## src/rtl/v810_bus_ctlr.sv

```systemverilog
// v810 memory-bus sequencer: region decode, chip enables, per-region wait states, READYn, unmapped timeout and error log.
// READYn is registered and drops WS+1 CE cycles after T1; every state change is gated by CE.
module v810_bus_ctlr #(
  parameter int RAM_WS  = 0,
  parameter int ROM_WS  = 2,
  parameter int TIMEOUT = 15
) (
  input  logic        CLK,
  input  logic        RES,
  input  logic        CE,
  input  logic [31:0] A,
  input  logic        MRQn,
  input  logic        BCYSTn,
  output logic        RAM_CEn,
  output logic        ROM_CEn,
  output logic        READYn,
  output logic        UNMAP,
  output logic        ERR_VALID,
  output logic [31:0] ERR_A,
  input  logic        ERR_CLR
);

  localparam logic [7:0] RAM_W = 8'(RAM_WS);
  localparam logic [7:0] ROM_W = 8'(ROM_WS);
  localparam logic [7:0] TMO_W = 8'(TIMEOUT);

  typedef enum logic [1:0] {IDLE, WAIT, READY} state_t;
  typedef enum logic [1:0] {RGN_NONE, RGN_RAM, RGN_ROM, RGN_UNM} rgn_t;

  state_t      state;
  rgn_t        rgn;
  rgn_t        dec;
  rgn_t        cur;
  logic [31:0] addr;
  logic [7:0]  cnt;
  logic [7:0]  dec_wait;
  logic        t1;
  logic        err_evt;

  // MRQn=1 marks an I/O or idle cycle: no chip enable, RAM timing.
  always_comb begin
    dec = RGN_UNM;
    if (MRQn)
      dec = RGN_NONE;
    else if (!A[31])
      dec = RGN_RAM;
    else if (A[31:20] == 12'hFFF)
      dec = RGN_ROM;
  end

  always_comb begin
    case (dec)
      RGN_ROM: dec_wait = ROM_W;
      RGN_UNM: dec_wait = TMO_W;
      default: dec_wait = RAM_W;
    endcase
  end

  assign t1      = CE && !BCYSTn && (state != WAIT);
  assign err_evt = (state == WAIT) && (cnt == 8'd0) && (rgn == RGN_UNM);

  // The T1 cycle shows the live decode; afterwards the latched region holds until READY ends.
  assign cur     = t1 ? dec : ((state == IDLE) ? RGN_NONE : rgn);
  assign RAM_CEn = (cur != RGN_RAM);
  assign ROM_CEn = (cur != RGN_ROM);
  assign UNMAP   = (cur == RGN_UNM);

  always_ff @(posedge CLK) begin
    if (RES) begin
      state     <= IDLE;
      rgn       <= RGN_NONE;
      addr      <= 32'd0;
      cnt       <= 8'd0;
      READYn    <= 1'b1;
      ERR_VALID <= 1'b0;
      ERR_A     <= 32'd0;
    end else if (CE) begin
      if (t1) begin
        rgn  <= dec;
        addr <= A;
        if (dec_wait == 8'd0) begin
          state  <= READY;
          READYn <= 1'b0;
        end else begin
          state  <= WAIT;
          cnt    <= dec_wait - 8'd1;
          READYn <= 1'b1;
        end
      end else begin
        case (state)
          WAIT: begin
            if (cnt == 8'd0) begin
              state  <= READY;
              READYn <= 1'b0;
            end else begin
              cnt <= cnt - 8'd1;
            end
          end
          READY: begin
            state  <= IDLE;
            READYn <= 1'b1;
          end
          default: READYn <= 1'b1;
        endcase
      end

      // A new timeout beats a simultaneous clear; otherwise the first error sticks.
      if (err_evt && (!ERR_VALID || ERR_CLR)) begin
        ERR_VALID <= 1'b1;
        ERR_A     <= addr;
      end else if (ERR_CLR) begin
        ERR_VALID <= 1'b0;
        ERR_A     <= 32'd0;
      end
    end
  end

endmodule

```

## config.mk

```make
export PLATFORM = sky130hd
export DESIGN_NAME = v810_bus_ctlr
export DESIGN_NICKNAME = d
export VERILOG_FILES = /design/src/rtl/v810_bus_ctlr.sv
export SDC_FILE = /design/constraint.sdc
export NUM_CORES = 1
export LEC_CHECK = 0
export ABC_AREA = 1
export CAP_MARGIN = 10
export CORE_MARGIN = 2
export CORE_UTILIZATION = 25
export CTS_CLUSTER_SIZE = 25
export DETAILED_ROUTE_END_ITERATION = 8
export SYNTH_ARGS = -nofsm -noshare
export SYNTH_HDL_FRONTEND = slang
export SYNTH_SLANG_ARGS = --single-unit
```

## constraint.sdc

```tcl
create_clock -name CLK -period 3.9 [get_ports CLK]
set_input_delay 0.975 -clock CLK [delete_from_list [all_inputs] [get_ports CLK]]
set_output_delay 0.975 -clock CLK [all_outputs]
set_load 0.03 [all_outputs]
```

==> results_dict.tcl <==
set metrics [dict create \
    fmax_mhz 280 \
    worst_hold_slack_ns 0.466 \
    firstDrtPassIters 4 \
    io_buffers 74 \
    cts_tree "done" \
    nFillCells 1327 \
    crit_slowest_cell "clkdlybuf4s50_1" \
    startpoint_type "primary input" \
    setup_viol 0 \
    p_seq_frac 0.421 \
    clkSinkCount 78 \
    synth_top_area_frac 0.495 \
    insertion_delay_ns 0.33 \
    worstMarginPinSlew_ns 1.11 \
    ys.flop_type "dfxtp_1" \
    io-pin-count 75 \
    post_cts_resized 0 \
    leakage_nw 1.65 \
    finalNetCount 532 \
    grt_max_degree 40 \
    dp.final_hpwl_um 5910 \
    internal_power_mw 1.55 \
    max_slew_margin 0.260 \
    clockRootBuffer "clkbuf_16" \
    place_area_um2 4010 \
    synthDistinctLibCells 27 \
    cts_setup_buffers 0 \
    hold_viol 0 \
    min_path_type "flop to flop" \
    antenna_found_initial 0 \
    die_area_um2 13500 \
    finalMaxSlewViolations 0 \
    ys_warn_count 0 \
    critical_path_class "primary input to primary output" \
    dpl.cell_count 654 \
    r2r_cells 13 \
    crit_start "A[20]" \
    yosys.area.top_type "dfxtp_1" \
    status "completed" \
    avgViaCountPerCell 4.43 \
    globalplace.congestion 0.802 \
    finish.instance_area_um2 4370 \
    layout_min_cycle_time_ns 3.57 \
    p_comb_frac 0.087 \
    ir_worst_vdd_mv 0.204 \
    power.density_nw_per_um2 457 \
    postRouteAntennaNets 0 \
    avgSynthCellArea_um2 7.38 \
    setup_ws_ns 0.329 \
    ys_seq_area_frac 0.495 \
    vias 2966 \
    drt_iter0_markers 201 \
    start_util 0.253 \
    core-area_um2 12500 \
    critPathMostFrequentCell "nand2_1" \
    grt_pass1_vias 2881 \
    ff2ff_setup_slack_ns 1.78 \
    holdBufCountCts 0 \
    r2r-start "state[1]" \
    rows 41 \
    clk_pin_slew_ns 0.06 \
    yosysMostFrequentCell "nor2_1" \
    fp.dieH_um 116 \
    grt_pass1_wl_um 14000 \
    async_reset_ff_frac 0 \
    numCtsBuffers 9 \
    insertedDiodeCount 0 \
    path_cells "clkdlybuf4s50_1 -> nand2_1 -> nor2_1 -> nand3_1 -> nand2_1 -> inv_1 -> a31oi_1 -> or2_1 -> buf_4" \
    power_mw 2.00 \
    max_stage_delay_ns 0.49 \
    finalSetupTns_ns 0 \
    synth_top_cells_by_count "nor2_1, dfxtp_1, nand2_1" \
    fin_worst_skew_ns 0.00640 \
    overflow 0 \
    drc 0 \
    rsz0062_at_grt "false" \
    p_sw_mw 0.451 \
    maxCapViolations 0 \
    grt_usage 0.134 \
    fin_crit_sh 0.916 \
    ys_top_cells_by_area "dfxtp_1, nor2_1, nand2_1" \
    synthesis.area_um2 3150 \
    netlist_instances 427 \
    cp_max_fo 3 \
    finish.utilization 0.350 \
    endpoint "RAM_CEn" \
    routed_wl_um 8590 \
    crit_arrival_ns 2.60 \
    p_clk_frac 0.491 \
    clock_path_buffers 2 \
    dpl_worst_slack_ns 0.319 \
    p_sw_frac 0.226 \
    r2r_end "cnt[4]" \
    syn_to_final_growth_pct 38.5 \
    cts-htree-levels 3 \
    wl_per_cell_um 12.8 \
    layout-drive-gt1-share 0.0823 \
    die_x_um 116 \
    cp.required_ns 2.92 \
    synth_nets 466 \
    ys_ff_latch 78 \
    stdcell_count 670 \
    synth-edff-count 0 \
    cp-end-kind "primary output" \
]
worst max-delay path, delay by kind of cell:
family	cells	cell delay [ns]
AO/OA/AOI/OAI	1	0.21
AND/OR/NAND/NOR	5	0.71
buffers and inverters	3	0.69
routing by layer:
layer | routed length (µm) | track usage
met4 | 82 | 0.0389
met1 | 3870 | 0.163
met3 | 502 | 0.0348
met5 | 0 | 0
met2 | 4130 | 0.232
cells by family (layout without fill, tap and decap cells):
family                     Yosys count  in the layout  share of synthesized area
and+or+nand+nor                    214            214                      0.291
AOI/OAI and AO/OA                   86             86                      0.140
DFF                                 78             78                      0.495
buffers and inverters               48            119                     0.0694
adders and majority gates            1              1                    0.00397
layout by cell type (no fill, tap or decap), types with 2 or more instances in the layout:
cell type	synthesis	layout
inv_2	2	2
nand3_1	40	40
bufinv_16	0	3
clkdlybuf4s50_1	0	71
nand2_4	2	2
buf_4	0	8
a21oi_1	44	44
nand2_2	4	4
nor2_1	89	89
clkbuf_16	0	9
o21ai_0	38	38
a31oi_1	2	2
dfxtp_1	78	78
nand2_1	71	71
inv_6	0	2
nor2_4	3	3
inv_1	19	19
sequential cells by signal, indices dropped and copies added, names as in the netlist:
name,cells
cnt,8
rgn,2
READYn,1
ERR_VALID,1
addr,32
state,2
ERR_A,32
worst min-delay path by stage:
stage,cells after the start,to,slack (ns),start
6_report,2,ERR_A[2],0.47,addr[2]
5_1_grt,2,ERR_A[18],0.49,addr[18]
4_1_cts,2,ERR_A[15],0.47,addr[15]
3_5_place_dp,2,ERR_A[15],0.46,addr[15]
3_3_place_gp,2,ERR_A[11],0.45,addr[11]
2_1_floorplan,2,ERR_A[31],0.44,addr[31]
final cells by class:
class / count / area [µm²] / share of cell area
tap: 172 / 215 / 0.0493
clock inverter: 6 / 115 / 0.0264
sequential: 78 / 1560 / 0.357
timing repair buffer: 79 / 771 / 0.176
clock buffer: 10 / 239 / 0.0547
inverter: 24 / 93.8 / 0.0215
multi-input combinational: 301 / 1370 / 0.314
power groups by stage:
stage	clock network, mW	registers (mW)	logic [mW]
final	0.981	0.841	0.175
after global routing	1.04	0.844	0.198
after CTS	1.01	0.841	0.177
after detailed placement	0	0.859	0.175
after global placement	0	0.858	0.171
after floorplan	0	0.857	0.103
(Power assumes the default switching activity.)
